`src/rtl/demux1a16_reg_pkg.sv`:
```
// Shared types and sizes for the registered 1-to-16 demultiplexer.
// Mirrors the sizing of the ALU's 16:1 result selector so both sides agree.
package demux1a16_reg_pkg;

  localparam int SEL_W = 4;
  localparam int NBITS = 16;
  localparam int CNT_W = 5;

  // Sweep count value on the 16th write; cnt has one spare bit so 16 never aliases to 0.
  localparam logic [CNT_W-1:0] LAST_CNT = 5'd15;

  typedef enum logic [1:0] {
    ST_IDLE  = 2'd0,
    ST_SWEEP = 2'd1,
    ST_DONE  = 2'd2
  } state_t;

endpackage

```
`src/rtl/demux1a16_reg_if.sv`:
```
// Bus bundle for demux1a16_reg: write-side controls in, collected word and status out.
// The master side drives writes; the slave side is the demultiplexer itself.
interface demux1a16_reg_if;
  import demux1a16_reg_pkg::*;

  logic             wr_en;
  logic [SEL_W-1:0] op;
  logic             d;
  logic             start;
  logic             clr;
  logic [NBITS-1:0] r;
  logic [NBITS-1:0] onehot;
  logic             busy;
  logic             done;
  logic [SEL_W-1:0] idx;

  modport master (
    output wr_en, op, d, start, clr,
    input  r, onehot, busy, done, idx
  );

  modport slave (
    input  wr_en, op, d, start, clr,
    output r, onehot, busy, done, idx
  );

endinterface

```
`src/rtl/demux1a16_reg_dec4a16.sv`:
```
// Combinational 4-to-16 one-hot decoder; the exact inverse of the 16:1 bit selector.
module dec4a16
  import demux1a16_reg_pkg::*;
(
  input  logic [SEL_W-1:0] sel_i,
  output logic [NBITS-1:0] onehot_o
);

  always_comb begin
    onehot_o        = '0;
    onehot_o[sel_i] = 1'b1;
  end

endmodule

```
`src/rtl/demux1a16_reg.sv`:
```
// Registered 1-to-16 demultiplexer: steers one data bit into a held 16-bit word,
// either at an addressed position or across a 16-write sweep from a start index.
module demux1a16_reg
  import demux1a16_reg_pkg::*;
#(
  parameter logic [NBITS-1:0] RESET_VAL = 16'h0000
)
(
  input  logic            clk,
  input  logic            rst_n,
  demux1a16_reg_if.slave  bus
);

  state_t           state_q, state_d;
  logic [NBITS-1:0] r_q, r_d;
  logic [NBITS-1:0] onehot_q, onehot_d;
  logic [SEL_W-1:0] idx_q, idx_d;
  logic [CNT_W-1:0] cnt_q, cnt_d;
  logic [SEL_W-1:0] sel;
  logic [NBITS-1:0] bitEn;
  logic             we;

  // In a sweep the target comes from the running index, otherwise from op.
  assign sel = (state_q == ST_SWEEP) ? idx_q : bus.op;

  dec4a16 u_dec (
    .sel_i    (sel),
    .onehot_o (bitEn)
  );

  always_ff @(posedge clk or negedge rst_n) begin
    if (!rst_n) begin
      state_q <= ST_IDLE;
    end else begin
      state_q <= state_d;
    end
  end

  always_comb begin
    state_d = state_q;
    case (state_q)
      ST_IDLE: begin
        if (!bus.clr && bus.start) begin
          state_d = ST_SWEEP;
        end
      end
      ST_SWEEP: begin
        if (bus.clr) begin
          state_d = ST_IDLE;
        end else if (bus.wr_en && (cnt_q == LAST_CNT)) begin
          state_d = ST_DONE;
        end
      end
      ST_DONE:  state_d = ST_IDLE;
      default:  state_d = ST_IDLE;
    endcase
  end

  // Priority is clr, then start, then wr_en; DONE swallows writes and starts.
  always_comb begin
    r_d   = r_q;
    idx_d = idx_q;
    cnt_d = cnt_q;
    we    = 1'b0;
    if (bus.clr) begin
      r_d = RESET_VAL;
    end else begin
      case (state_q)
        ST_IDLE: begin
          if (bus.start) begin
            idx_d = bus.op;
            cnt_d = '0;
          end else begin
            we = bus.wr_en;
          end
        end
        ST_SWEEP: begin
          we = bus.wr_en;
          if (bus.wr_en) begin
            idx_d = idx_q + 4'd1;
            cnt_d = cnt_q + 5'd1;
          end
        end
        default: we = 1'b0;
      endcase
      if (we) begin
        r_d = (r_q & ~bitEn) | (bitEn & {NBITS{bus.d}});
      end
    end
    onehot_d = we ? bitEn : '0;
  end

  always_ff @(posedge clk or negedge rst_n) begin
    if (!rst_n) begin
      r_q      <= RESET_VAL;
      onehot_q <= '0;
      idx_q    <= '0;
      cnt_q    <= '0;
    end else begin
      r_q      <= r_d;
      onehot_q <= onehot_d;
      idx_q    <= idx_d;
      cnt_q    <= cnt_d;
    end
  end

  assign bus.r      = r_q;
  assign bus.onehot = onehot_q;
  assign bus.idx    = idx_q;
  assign bus.busy   = (state_q == ST_SWEEP);
  assign bus.done   = (state_q == ST_DONE);

endmodule

```
`src/flat_wrapper.sv`:
```
// flat-port wrapper written by rule: the top's interface ports become plain ports
module demux1a16_reg_flat import demux1a16_reg_pkg::*;
#(
  parameter logic [NBITS-1:0] RESET_VAL = 16'h0000
)
  (clk, rst_n, bus_wr_en, bus_op, bus_d, bus_start, bus_clr, bus_r, bus_onehot, bus_busy, bus_done, bus_idx);
  demux1a16_reg_if bus_i ();
  input  logic clk;
  input  logic rst_n;
  input wire logic [$bits(bus_i.wr_en)-1:0] bus_wr_en;
  input wire logic [$bits(bus_i.op)-1:0] bus_op;
  input wire logic [$bits(bus_i.d)-1:0] bus_d;
  input wire logic [$bits(bus_i.start)-1:0] bus_start;
  input wire logic [$bits(bus_i.clr)-1:0] bus_clr;
  output wire logic [$bits(bus_i.r)-1:0] bus_r;
  output wire logic [$bits(bus_i.onehot)-1:0] bus_onehot;
  output wire logic [$bits(bus_i.busy)-1:0] bus_busy;
  output wire logic [$bits(bus_i.done)-1:0] bus_done;
  output wire logic [$bits(bus_i.idx)-1:0] bus_idx;
  assign bus_i.wr_en = bus_wr_en;
  assign bus_i.op = bus_op;
  assign bus_i.d = bus_d;
  assign bus_i.start = bus_start;
  assign bus_i.clr = bus_clr;
  assign bus_r = bus_i.r;
  assign bus_onehot = bus_i.onehot;
  assign bus_busy = bus_i.busy;
  assign bus_done = bus_i.done;
  assign bus_idx = bus_i.idx;
  demux1a16_reg #(.RESET_VAL(RESET_VAL)) u_core (.clk(clk), .rst_n(rst_n), .bus(bus_i));
endmodule
```
`config.mk`:
```
export PLATFORM = sky130hd
export DESIGN_NAME = demux1a16_reg_flat
export DESIGN_NICKNAME = d
export VERILOG_FILES = /design/src/rtl/demux1a16_reg_pkg.sv /design/src/rtl/demux1a16_reg_if.sv /design/src/rtl/demux1a16_reg_dec4a16.sv /design/src/rtl/demux1a16_reg.sv /design/src/flat_wrapper.sv
export SDC_FILE = /design/constraint.sdc
export NUM_CORES = 1
export LEC_CHECK = 0
export ABC_AREA = 1
export BUFFER_PORTS_ARGS = -buffer_cell sky130_fd_sc_hd__buf_2
export CAP_MARGIN = 20
export CORE_ASPECT_RATIO = 1.2
export CORE_MARGIN = 8
export CORE_UTILIZATION = 60
export CTS_BUF_LIST = sky130_fd_sc_hd__clkbuf_2 sky130_fd_sc_hd__clkbuf_4 sky130_fd_sc_hd__clkbuf_8
export DETAILED_ROUTE_END_ITERATION = 16
export PLACE_DENSITY = 0.87
export SYNTH_ARGS = -nofsm -noshare
export SYNTH_HDL_FRONTEND = slang
export SYNTH_SLANG_ARGS = --single-unit
```
`constraint.sdc`:
```
create_clock -name clk -period 3 [get_ports clk]
set_input_delay 0.45 -clock clk [delete_from_list [all_inputs] [get_ports clk]]
set_output_delay 0.45 -clock clk [all_outputs]
set_load 0.005 [all_outputs]
```
# Yosys cells after proc, flatten, opt, wreduce, memory -nomap -nowiden
# Index checks and enable logic that the tools add are counted.
dict set report totals {
  register_bits 43
  input_bits 10
  out_inout_bits 38
  elab_cells 50
}
dict set report classes {
  add_sub_neg 2
  n_lt_le_gt_ge 2
  eq_ne 7
  mux 20
  bitwise 5
  reduce_logical 9
}
# op n
set op_table {}
lappend op_table {{$mux W16} 3}
lappend op_table {{$and A16 B16 Y16} 2}
lappend op_table {{$not A16 Y16} 1}
lappend op_table {{$or A16 B16 Y16} 1}
lappend op_table {{$mux W4} 3}
lappend op_table {{$mux W5} 2}
lappend op_table {{$pmux W5 S2} 1}
lappend op_table {{$pmux W4 S2} 1}
lappend op_table {{$mux W2} 3}
lappend op_table {{$add A5 B1 Y5 const B} 1}
lappend op_table {{$eq A5 B4 Y1 const B} 1}
lappend op_table {{$lt A4 B5 Y1 const B} 1}
lappend op_table {{$add A4 B1 Y4 const B} 1}
lappend op_table {{$demux W1 S4} 1}
lappend op_table {{$ge A4 B1 Y1 const B} 1}
lappend op_table {{$mux W1} 4}
lappend op_table {{$ne A2 B2 Y1 const B} 2}
lappend op_table {{$pmux W2 S2} 1}
lappend op_table {{$reduce_and A4 Y1} 1}
lappend op_table {{$reduce_bool A2 Y1} 2}
lappend op_table {{$logic_and A1 B1 Y1} 3}
lappend op_table {{$ne A3 B2 Y1 const B} 1}
lappend op_table {{$eq A2 B1 Y1 const B} 1}
lappend op_table {{$eq A2 B2 Y1 const B} 1}
lappend op_table {{other kinds (6)} 6}

# Longest topological paths before layout
# Gate-level depths: netlist (run 1).
dict set report logic_depth {
  ltp_word 11
  ltp_mapped 10
  ltp_nobuf 9
}

# Hierarchy
# From an unflattened synthesis (run 1), not the netlist that was laid out.
dict set report unflattened {
  cells_unflattened 288
  hier_area_um2 2114.5
}
# mod n_inst cells_each area_each_um2
set by_module_without_submodules {}
lappend by_module_without_submodules {demux1a16_reg 1 260 2009.4}
lappend by_module_without_submodules {dec4a16 1 28 105.1}

# Worst setup path after synthesis (run 1)
# Ideal clock, no wire load.
dict set report synth_path {
  path_type {in2reg}
  start {input port bus_clr}
  end {register u_core.cnt_q[2]}
  setup_ns 0.077
  t_arrival_ns 1.336
  t_required_ns 2.923
  setup_slack_ns 1.586
  path_stages 9
  path_buffers 2
  cell_sequence {buf_2 -> nor2_1 -> o21ai_0 -> inv_1 -> nand2_1 -> inv_2 -> buf_2 -> nand2_1 -> a21oi_1}
}
dict set report synth_via {
  elab_chain_cells 2
}
# element line
set synth_lines {}
lappend synth_lines {{start, declared} flat_wrapper.sv:14} ;# input wire logic [$bits(bus_i.clr)-1:0] bus_clr;
lappend synth_lines {{$not A1 Y1 (no source line)} --}
lappend synth_lines {{$reduce_and A4 Y1 (no source line)} --}
lappend synth_lines {{end signal, assigned} demux1a16_reg.sv:103} ;# cnt_q <= cnt_d;
lappend synth_lines {{end, declared} demux1a16_reg.sv:18} ;# logic [CNT_W-1:0] cnt_q, cnt_d;
# Every way passes these cells.
# A chain may end at the register's enable or synchronous reset.

# Worst setup path after layout (run 1)
dict set report layout_path {
  start {register u_core.state_q[0]}
  end {register u_core.r_q[10] (netlist: u_core.bus.r[10])}
}
dict set report layout_via {
  elab_chain_cells 11
  elab_cells_between_ends 17
  cone_classes {2 x order compare; 1 x eq/ne; 7 x mux; 4 x bitwise; 3 x reduce/logical}
}
# element line
set layout_lines {}
lappend layout_lines {{start, declared} demux1a16_reg.sv:14} ;# state_t state_q, state_d;
lappend layout_lines {{start signal, assigned} demux1a16_reg.sv:35} ;# state_q <= state_d;
lappend layout_lines {{$eq A2 B1 Y1} {demux1a16_reg.sv:24, demux1a16_reg.sv:68}}
lappend layout_lines {{$mux W4} demux1a16_reg.sv:24} ;# assign sel = (state_q == ST_SWEEP) ? idx_q : bus.op;
lappend layout_lines {{$lt A4 B5 Y1 (not written as such) or $ge A4 B1 Y1 (tied branches)} demux1a16_reg_dec4a16.sv:11} ;# onehot_o[sel_i] = 1'b1;
lappend layout_lines {{$logic_and A1 B1 Y1 (not written as such)} demux1a16_reg_dec4a16.sv:11}
lappend layout_lines {{$mux W1 (not written as such)} demux1a16_reg_dec4a16.sv:11}
lappend layout_lines {{$demux W1 S4} demux1a16_reg_dec4a16.sv:11}
lappend layout_lines {{$not A16 Y16} demux1a16_reg.sv:87} ;# r_d = (r_q & ~bitEn) | (bitEn & {NBITS{bus.d}});
lappend layout_lines {{$and A16 B16 Y16} demux1a16_reg.sv:87}
lappend layout_lines {{$or A16 B16 Y16} demux1a16_reg.sv:87}
lappend layout_lines {{$mux W16} demux1a16_reg.sv:86} ;# if (we) begin
lappend layout_lines {{$mux W16} demux1a16_reg.sv:65} ;# if (bus.clr) begin
lappend layout_lines {{end signal, assigned} demux1a16_reg.sv:100} ;# r_q <= r_d;
lappend layout_lines {{end, declared} demux1a16_reg.sv:15} ;# logic [NBITS-1:0] r_q, r_d;
# Several ways; a longest one is shown, not always the timed one. The select of a mux whose other input is x is not followed.

==> results.py, run 1 <==
metrics = {
    "final_layout": {
        "area_delta_synth_final_pct": 15.7,
        "fin_nets": 347,
        "fillers": 271,
        "diodes": 0,
        "drive_above_1_share_pct": 22.4,
        "final_core_util_pct": 71.4,
    },
    "global_route": {
        "grt_remaining_overflow": 0,
        "grt_max_degree": 44,
        "grt_pass1_wl_mm": 8.54,
        "grt_usage_pct": 18.4,
        "antenna_found_initial": 0,
        "grt_pass1_vias": 1881,
    },
    "worst_setup_path": {
        "crit_family": "flip-flops",
        "r2r_start": "u_core.state_q[0]$_DFFE_PN0P_",
        "cp-start-kind": "flop",
        "required_ns": 3.24,
        "cpPeakStageDelay_ns": 0.61,
        "cp.arrival_ns": 2.24,
        "reg2regPathDepth": 6,
        "path_cells": "inv_2 -> a21oi_4 -> nand2_2 -> inv_2 -> nand3_1 -> nand2_1",
        "cpMaxStageDelayCell": "dfrtp_1",
        "worst-setup-path-type": "flop to flop",
        "worst_path_most_repeated_cell": "inv_2",
        "cp-end-kind": "flop",
        "critPathCapture": "u_core.bus.r[10]$_DFFE_PN0P_",
        "startpoint": "u_core.state_q[0]$_DFFE_PN0P_",
        "path_max_fanout": 17,
        "r2r-end": "u_core.bus.r[10]$_DFFE_PN0P_",
        "worst-path-stages": 6,
        "r2r_slack_ns": 1.0,
        "cp_num_buf_inv": 2,
    },
    "place": {
        "pre_cts_ws_ns": 1.06,
        "port_buffers": 47,
        "hpwl_mm": 3.55,
        "place.gp.congestion": 0.825,
    },
    "routing": {
        "wire_per_inst_um": 13.5,
        "drc": 0,
        "antenna_left": 0,
        "vias": 1985,
        "first_pass_iters": 4,
        "routed_wl_mm": 5.05,
        "via_per_inst": 5.31,
        "drt_iter0_markers": 157,
    },
    "power_and_ir_drop": {
        "peakVddDrop_mv": 0.379,
        "switchingPower_uw": 379,
        "power_density_nw_per_um2": 505,
        "p_comb_share_pct": 16.6,
        "internal_power_uw": 909,
        "pwr-share-clk_pct": 34.9,
        "finalPower_mw": 1.29,
        "p_leak_nw": 1.38,
        "switching_share_pct": 29.5,
        "seqPwrFrac_pct": 48.6,
    },
    "synthesis": {
        "ys_seq_area_share_pct": 48.8,
        "synth_cells": 290,
        "ys_seq_elements": 43,
        "synth_top_area_share_pct": 48.8,
        "yosysWarnings": 0,
        "synthTopCellsByArea": "dfrtp_1 49%, nand2_1 11%, nand3_1 10%, nor2_1 7.1%, inv_1 5.1%",
        "avgSynthCellArea_sq_um": 7.61,
        "yosysUniqueCellTypes": 23,
        "synth_nets": 303,
        "synth_top_area_cell": "dfrtp_1",
        "netlist_area_sq_um": 2210,
    },
    "clock_tree": {
        "postCtsSetupBuffers": 0,
        "insertion_delay_ns": 0.30,
        "numCtsBuffers": 5,
        "htreeDepth": 2,
        "clk_pin_slew_worst_paths_ns": 0.08,
        "cts.sinks": 43,
        "cts_hold_buffers": 0,
        "cts.repair.resized": 0,
        "cts_tree": "done",
        "cts-root-buf": "clkbuf_8",
        "clockBufferDepth": 2,
    },
    "die": {
        "pin_count": 48,
        "die_area_sq_um": 5880,
        "coreArea_sq_um": 3570,
        "fp.dieH_um": 82.4,
        "rows": 24,
        "die_w_um": 71.4,
        "start_util_pct": 61.7,
    },
    "timing": {
        "drv_slew": 0,
        "hold_violations": 0,
        "period_share_pct": 66.7,
        "worst_pin_slew_ns": 0.919,
        "fin_ws_ns": 0.998,
        "max_clock_freq_ghz": 0.499,
        "setup_viol": 0,
        "fin_skew_ns": 0.00847,
        "min_period_ns": 2.00,
        "setup_tns_ns": 0,
        "slew_headroom_pct": 38.7,
        "rsz0062_at_grt": "false",
    },
    "hold_path": {
        "hold_class": "input port to async pin",
    },
    "flow_run": {
        "max_cap_viol_count": 0,
    },
    "run_status": {
        "status": "finished clean",
    },
}
-- placed cells by master (no fill, tap or decap) --
master,synthesis,final
mux2i_1,1,1
nand2_4,1,1
clkinv_2,0,1
buf_2,4,47
inv_2,5,5
nor2_1,42,42
nand3_1,44,44
a21oi_4,1,1
nor3_1,17,17
nor2_4,1,1
dfrtp_1,43,43
o211ai_1,1,1
a21oi_1,3,3
a31oi_1,1,1
inv_1,30,30
o21ai_1,4,4
clkbuf_8,0,5
nand4_1,1,1
nand2_1,65,65
o21ai_0,5,5
ha_1,3,3
clkinv_4,0,1
bufinv_16,0,1
nand2_2,12,12
-- state kept, by name, summed over array words and instances, names as in the netlist --
signal             count
u_core.bus.onehot     16
u_core.bus.r          16
u_core.cnt_q           5
u_core.bus.idx         4
u_core.state_q         2
-- power by group through the flow --
stage	sequential, mW	combinational, mW	clock (mW)
2_1_floorplan	0.633	0.144	0
3_3_place_gp	0.637	0.206	0
3_5_place_dp	0.637	0.211	0
4_1_cts	0.625	0.213	0.453
5_1_grt	0.629	0.240	0.480
6_report	0.626	0.213	0.449
-- metal layers --
layer / up-vias / wire length (um) / global-route usage [%]
li1: 1009 / - / -
met3: 12 / 331 / 4.71
met1: 903 / 2150 / 21.2
met2: 61 / 2460 / 32.5
met5: - / 0 / 0
met4: 0 / 110 / 7.29
-- worst min path at each step --
stage | depth (start not counted) | end | start
after CTS | 1 | u_core.bus.idx[3]$_DFFE_PN0P_ | rst_n
after floorplan | 0 | u_core.bus.idx[0]$_DFFE_PN0P_ | rst_n
after global placement | 2 | u_core.cnt_q[4]$_DFFE_PN0P_ | u_core.cnt_q[4]$_DFFE_PN0P_
after detailed placement | 2 | u_core.cnt_q[3]$_DFFE_PN0P_ | u_core.cnt_q[3]$_DFFE_PN0P_
final | 1 | u_core.bus.idx[2]$_DFFE_PN0P_ | rst_n
after global routing | 1 | u_core.bus.idx[3]$_DFFE_PN0P_ | rst_n
-- worst reg2reg max path, delay by kind of cell (launching register included) --
family	cells	cell delay [ns]
compound gates	1	0.40
buf+inv	2	0.42
flops	1	0.61
simple gates	3	0.51
-- layout make-up --
class / instances / area, sq um / area share (%)
Inverter: 35 / 131 / 5.15
Sequential cell: 43 / 1080 / 42.2
Multi-Input combinational cell: 202 / 948 / 37.2
Tap cell: 39 / 48.8 / 1.91
Timing Repair Buffer: 47 / 235 / 9.22
Clock inverter: 3 / 43.8 / 1.72
Clock buffer: 5 / 68.8 / 2.70
-- cells in the mapped netlist (all sizes together) --
library cell	count
a21oi	4
a31oi	1
buf	7
clkbuf	3
dfrtp	43
ha	3
inv	35
mux2i	1
nand2	78
nand3	44
nand4	1
nor2	43
nor3	17
o211ai	1
o21ai	9
-- through the flow --
stage	std cells	hold WS, ns	cell area, sq um
final	374	0.274	2550
after global placement	366	0.483	2440
after floorplan	290	0.154	2210
after CTS	374	0.315	2550
after global routing	374	0.370	2550
after detailed placement	366	0.517	2440
-- kinds of logic (layout without fill, tap and decap cells) --
kind of cell	Yosys count	count (layout)	share of synthesized area (%)
AND/OR/NAND/NOR	183	183	36.8
buffers and inverters	45	90	8.22
flip-flops	43	43	48.8
AO/OA/AOI/OAI	15	15	4.08
adder cells (fa/ha/maj)	3	3	1.70
multiplexers	1	1	0.454
Note: power is estimated with default switching activity, not from simulation.
==> run 2, diff against run 1 <==
--- a/config.mk
+++ b/config.mk
@@ -5,15 +5,15 @@
 export SDC_FILE = /design/constraint.sdc
 export NUM_CORES = 1
 export LEC_CHECK = 0
-export ABC_AREA = 1
+export ABC_AREA = 0
 export BUFFER_PORTS_ARGS = -buffer_cell sky130_fd_sc_hd__buf_2
 export CAP_MARGIN = 20
 export CORE_ASPECT_RATIO = 1.2
 export CORE_MARGIN = 8
-export CORE_UTILIZATION = 60
+export CORE_UTILIZATION = 50
 export CTS_BUF_LIST = sky130_fd_sc_hd__clkbuf_2 sky130_fd_sc_hd__clkbuf_4 sky130_fd_sc_hd__clkbuf_8
 export DETAILED_ROUTE_END_ITERATION = 16
-export PLACE_DENSITY = 0.87
+export PLACE_DENSITY = 0.78
 export SYNTH_ARGS = -nofsm -noshare
 export SYNTH_HDL_FRONTEND = slang
 export SYNTH_SLANG_ARGS = --single-unit
==> constraint.sdc (replaced) <==
create_clock -name clk -period 1.8 [get_ports clk]
set_input_delay 0.27 -clock clk [delete_from_list [all_inputs] [get_ports clk]]
set_output_delay 0.27 -clock clk [all_outputs]
set_load 0.005 [all_outputs]
==> run 2 against run 1 <==
Maximum frequency grew 19%. Final cell count shrank 17%. Via count shrank 16%. Clock power grew 63%. Worst hold slack lost 0.23 ns. Largest cell class unchanged. Critical path depth shrank 1. Setup slack lost 0.88 ns. Clock skew shrank 0.0048 ns. Synthesized area shrank 6.6%. Total power grew 70%. First-iteration DRC count shrank 68%. Sequential power grew 68%.
==> results.py, run 2 <==
metrics = {
    "timing": {
        "drv_slew": 0,
        "worst_pin_slew_ns": 0.589,
        "fin_skew_ns": 0.00364,
        "rsz0062_at_grt": "false",
        "period_share_pct": 93.6,
        "max_clock_freq_ghz": 0.593,
        "min_period_ns": 1.69,
        "timing.hold.ws_ns": 0.0429,
        "setup_viol": 0,
        "hold_violations": 0,
        "slew_headroom_pct": 60.5,
        "setup_tns_ns": 0,
    },
    "final_layout": {
        "drive_above_1_share_pct": 29.5,
        "final_core_util_pct": 64.9,
        "final_cell_mix": "47 x buf_2, 43 x dfrtp_1, 20 x nand2b_1, 19 x nand3_1, 18 x mux2i_1",
        "layout_commonest_cell": "buf_2",
        "final_area_sq_um": 2560,
        "area_delta_synth_final_pct": 24.2,
        "diodes": 0,
        "fin_nets": 270,
    },
    "run_status": {
        "status": "finished clean",
    },
    "routing": {
        "routed_wl_mm": 4.65,
        "first_pass_iters": 4,
        "drc": 0,
        "antenna_left": 0,
        "via_per_inst": 5.31,
        "wire_per_inst_um": 14.9,
        "drt_iter0_markers": 51,
        "vias": 1658,
    },
    "clock_tree": {
        "cts.sinks": 43,
        "postCtsSetupBuffers": 0,
        "cts-root-buf": "clkbuf_8",
        "insertion_delay_ns": 0.29,
        "numCtsBuffers": 5,
        "clockBufferDepth": 2,
        "cts_tree": "done",
        "htreeDepth": 2,
        "clk_pin_slew_worst_paths_ns": 0.08,
    },
    "hold_path": {
        "hold_class": "input port to async pin",
    },
    "synthesis": {
        "synth-edff-count": 0,
        "synth_top_area_cell": "dfrtp_1",
        "avgSynthCellArea_sq_um": 10.3,
        "postSynth.asyncResetShare_pct": 100,
        "synth_cells": 199,
        "yosysWarnings": 0,
        "ys_seq_elements": 43,
        "synthTopCellsByCount": "43 x dfrtp_1, 20 x nand2b_1, 19 x nand3_1, 18 x mux2i_1, 17 x nand2_1",
        "yosysUniqueCellTypes": 38,
        "yosys.cell_count.top_type": "dfrtp_1",
        "synth_top_area_share_pct": 52.2,
        "synth_flop_cell": "dfrtp_1",
        "synthTopCellsByArea": "dfrtp_1 52%, mux2i_1 8.7%, nand2b_1 6.1%, nand3_1 4.6%, nand2_1 3.1%",
        "netlist_area_sq_um": 2060,
        "synth_nets": 212,
        "ys_seq_area_share_pct": 52.2,
    },
    "worst_setup_path": {
        "cp_num_buf_inv": 1,
        "path_cells": "buf_4 -> or4b_1 -> o31ai_2 -> nand3_1 -> mux2i_1",
        "worst-setup-path-type": "flop to flop",
        "cp.arrival_ns": 1.82,
        "cp-start-kind": "flop",
        "crit_family": "simple AND/OR/NAND/NOR gates",
        "cp-end-kind": "flop",
        "path_max_fanout": 10,
        "cpMaxStageDelayCell": "or4b_1",
        "cpPeakStageDelay_ns": 0.51,
        "required_ns": 1.93,
    },
    "global_route": {
        "grt_pass1_vias": 1618,
        "grt_remaining_overflow": 0,
        "antenna_found_initial": 0,
        "grt_max_degree": 44,
        "grt_pass1_wl_mm": 7.56,
        "grt_usage_pct": 15.0,
    },
    "power_and_ir_drop": {
        "internal_power_mw": 1.60,
        "switchingPower_uw": 588,
        "p_comb_share_pct": 18.6,
        "switching_share_pct": 26.9,
        "peakVddDrop_mv": 0.568,
        "seqPwrFrac_pct": 48.0,
        "power_density_nw_per_um2": 854,
        "pwr-share-clk_pct": 33.4,
        "p_leak_nw": 1.40,
    },
    "die": {
        "fp.dieH_um": 86.3,
        "die_area_sq_um": 6440,
        "rows": 25,
        "start_util_pct": 52.3,
        "coreArea_sq_um": 3940,
        "pin_count": 48,
        "die_w_um": 74.6,
    },
    "flow_run": {
        "max_cap_viol_count": 0,
    },
    "place": {
        "port_buffers": 47,
        "place.gp.congestion": 0.815,
        "hpwl_mm": 3.38,
        "placed_area_sq_um": 2430,
    },
}
## run 2: cell types whose count changed after synthesis, moves of 12 or more
cell / before / now
nand2_1: 65 / 17
nor2_1: 42 / 14
inv_1: 30 / 5
nand3_1: 44 / 19
nand2b_1: 0 / 20
mux2i_1: 1 / 18
nor3_1: 17 / 1
nand2_2: 12 / 0
## run 2: kinds of logic after synthesis
kind of cell | after synthesis | synth area share, %
simple gates | 92 | 24.5
flops | 43 | 52.2
compound gates | 26 | 8.81
mux | 19 | 9.30
buf+inv | 16 | 3.28
fa+ha+maj | 3 | 1.82
## run 2: layer usage
metal | track usage, % | vias up | part of all wire [%]
met4 | 5.36 | 0 | 1.2
met3 | 3.35 | 6 | 6.9
met1 | 18.2 | 792 | 42
met2 | 24.9 | 46 | 50
met5 | 0 | - | 0
li1 | - | 814 | -
## run 2: area by class of cell
cell class	count	area (sq um)
clock inverters	3	43.8
multi-input cells	140	926
clock buffers	5	68.8
repair buffers	61	353
inverters	6	22.5
flip-flops and latches	43	1080
well taps	54	67.6
fillers	317	1380
## run 2: through the flow
step                total power, mW  setup slack, ns  cells
finish                         2.18            0.114    312
global route                   2.29          0.00497    312
CTS                            2.20           0.0124    312
detailed placement             1.47           0.0304    304
global placement               1.46            0.132    304
floorplan                      1.28            0.240    199
## run 2: final timing paths
check / depth (start not counted) / start / end / slack, ns
min in group clk: 2 / bus_clr / u_core.state_q[1]$_DFFE_PN0P_ / 0.19
max reg2reg: 5 / u_core.state_q[1]$_DFFE_PN0P_ / u_core.bus.r[4]$_DFFE_PN0P_ / 0.11
max in group asynchronous: 2 / rst_n / u_core.bus.r[4]$_DFFE_PN0P_ / 1.40
max: 5 / u_core.state_q[1]$_DFFE_PN0P_ / u_core.bus.r[4]$_DFFE_PN0P_ / 0.11
min reg2reg: 2 / u_core.cnt_q[1]$_DFFE_PN0P_ / u_core.cnt_q[1]$_DFFE_PN0P_ / 0.51
min: 2 / rst_n / u_core.bus.onehot[7]$_DFF_PN0_ / 0.04
## run 2: power by group through the flow
stage / logic [mW] / registers [mW] / clock network [mW]
finish: 0.406 / 1.05 / 0.730
CTS: 0.404 / 1.05 / 0.751
detailed placement: 0.403 / 1.07 / 0
global placement: 0.396 / 1.06 / 0
global route: 0.453 / 1.06 / 0.781
floorplan: 0.205 / 1.08 / 0
## run 2: repair_timing
item | CTS | global route
gates resized for setup | 0 | 2
endpoints found under the hold margin | 0 | 0
setup endpoints to repair | 0 | 6
hold buffers | 0 | 0
==> run 3, diff against run 2 <==
--- a/config.mk
+++ b/config.mk
@@ -14,6 +14,7 @@
 export CTS_BUF_LIST = sky130_fd_sc_hd__clkbuf_2 sky130_fd_sc_hd__clkbuf_4 sky130_fd_sc_hd__clkbuf_8
 export DETAILED_ROUTE_END_ITERATION = 16
 export PLACE_DENSITY = 0.78
+export RECOVER_POWER = 50
 export SYNTH_ARGS = -nofsm -noshare
 export SYNTH_HDL_FRONTEND = slang
 export SYNTH_SLANG_ARGS = --single-unit
==> run 3 against run 2 <==
Final cell count unchanged. Sequential share of layout area grew 0.14 points. Sequential cell count is the same. Combinational power about the same. Core utilization down 0.22 points. Highest routed layer unchanged. Clock power is 0.5% higher. Total power rose by 0.11%. Maximum frequency is 0.60% higher.
==> results.py, run 3 (same netlist as run 2, synthesis figures left out) <==
metrics = {
    "clock_tree": {
        "numCtsBuffers": 5,
        "cts.sinks": 43,
        "clk_pin_slew_worst_paths_ns": 0.08,
        "cts.repair.resized": 0,
        "cts_tree": "done",
        "htreeDepth": 2,
        "cts-root-buf": "clkbuf_8",
        "cts_hold_buffers": 0,
        "insertion_delay_ns": 0.29,
        "clockBufferDepth": 2,
        "postCtsSetupBuffers": 0,
    },
    "routing": {
        "wire_per_inst_um": 14.9,
        "first_pass_iters": 4,
        "vias": 1654,
        "drc": 0,
        "drt_iter0_markers": 56,
        "routed_wl_mm": 4.64,
        "via_per_inst": 5.30,
        "antenna_left": 0,
    },
    "timing": {
        "setup_viol": 0,
        "worst_pin_slew_ns": 1.02,
        "hold_violations": 0,
        "fin_skew_ns": 0.00612,
        "slew_headroom_pct": 32.0,
        "setup_tns_ns": 0,
        "min_period_ns": 1.68,
        "rsz0062_at_grt": "false",
        "period_share_pct": 93.1,
        "timing.hold.ws_ns": 0.185,
        "max_clock_freq_ghz": 0.597,
        "drv_slew": 0,
    },
    "power_and_ir_drop": {
        "switchingPower_uw": 591,
        "seqPwrFrac_pct": 47.9,
        "p_leak_nw": 1.38,
        "p_comb_share_pct": 18.5,
        "finalPower_mw": 2.19,
        "pwr-share-clk_pct": 33.6,
        "internal_power_mw": 1.60,
        "switching_share_pct": 27.0,
        "peakVddDrop_mv": 0.568,
        "power_density_nw_per_um2": 858,
    },
    "final_layout": {
        "register_area_sq_um": 1080,
        "drive_above_1_share_pct": 27.5,
        "multiInputGateArea_sq_um": 926,
        "fillers": 321,
        "area_delta_synth_final_pct": 23.8,
        "layout_commonest_cell": "dfrtp_1",
        "diodes": 0,
        "fin_nets": 270,
        "final_area_sq_um": 2550,
        "final_cell_mix": "43 x dfrtp_1, 42 x buf_2, 20 x nand2b_1, 19 x nand3_1, 18 x mux2i_1",
    },
    "worst_setup_path": {
        "path_cells": "buf_4 -> or4b_1 -> o31ai_2 -> nand3_1 -> mux2i_1",
        "required_ns": 1.94,
        "cpPeakStageDelay_ns": 0.51,
        "cp.arrival_ns": 1.81,
        "crit_family": "simple AND/OR/NAND/NOR gates",
        "worst-setup-path-type": "flop to flop",
        "cp-start-kind": "flop",
        "cp_num_buf_inv": 1,
        "cp-end-kind": "flop",
        "path_max_fanout": 10,
        "cpMaxStageDelayCell": "or4b_1",
    },
    "global_route": {
        "grt_remaining_overflow": 0,
        "grt_pass1_wl_mm": 7.56,
        "grt_pass1_vias": 1618,
        "grt_usage_pct": 15.0,
        "antenna_found_initial": 0,
        "grt_max_degree": 44,
    },
    "flow_run": {
        "max_cap_viol_count": 0,
    },
    "die": {
        "die_area_sq_um": 6440,
        "fp.dieH_um": 86.3,
        "pin_count": 48,
        "die_w_um": 74.6,
        "start_util_pct": 52.3,
        "coreArea_sq_um": 3940,
        "rows": 25,
    },
    "place": {
        "hpwl_mm": 3.38,
        "place.gp.congestion": 0.815,
        "placed_area_sq_um": 2430,
        "port_buffers": 47,
    },
    "run_status": {
        "status": "finished clean",
    },
    "hold_path": {
        "hold_class": "input port to flop",
    },
}
run 3: final cells by class:
class	instances	area share (%)
Clock inverter	3	1.72
Timing Repair Buffer	61	13.5
Inverter	6	0.884
Sequential cell	43	42.2
Tap cell	54	2.65
Multi-Input combinational cell	140	36.3
Clock buffer	5	2.70
run 3: power by group through the flow:
stage / sequential (mW) / clock, mW / combinational, mW
5_1_grt: 1.06 / 0.781 / 0.452
6_report: 1.05 / 0.734 / 0.404
4_1_cts: 1.05 / 0.751 / 0.404
2_1_floorplan: 1.08 / 0 / 0.205
3_3_place_gp: 1.06 / 0 / 0.396
3_5_place_dp: 1.07 / 0 / 0.403
run 3: metrics by stage:
stage          setup WS (ns)  util (%)  std cells
2_1_floorplan          0.240         -        199
3_3_place_gp           0.132      61.8        304
3_5_place_dp          0.0304      61.8        304
4_1_cts               0.0124      64.6        312
5_1_grt              0.00497      64.7        312
6_report               0.124      64.7        312
run 3: worst paths after layout:
path / from / to / slack (ns) / depth (start not counted)
max in group asynchronous: rst_n / u_core.bus.r[4]$_DFFE_PN0P_ / 0.95 / 2
min reg2reg: u_core.cnt_q[1]$_DFFE_PN0P_ / u_core.cnt_q[1]$_DFFE_PN0P_ / 0.51 / 2
min in group asynchronous: rst_n / u_core.bus.onehot[12]$_DFF_PN0_ / 0.23 / 2
max reg2reg: u_core.state_q[1]$_DFFE_PN0P_ / u_core.bus.r[4]$_DFFE_PN0P_ / 0.12 / 5
max: u_core.state_q[1]$_DFFE_PN0P_ / u_core.bus.r[4]$_DFFE_PN0P_ / 0.12 / 5
min: bus_clr / u_core.state_q[1]$_DFFE_PN0P_ / 0.19 / 2
run 3: metal layers:
metal,track usage (%),share of wire [%]
met2,24.9,49
met1,18.2,43
met5,0,0
met3,3.35,7.1
met4,5.36,1.2
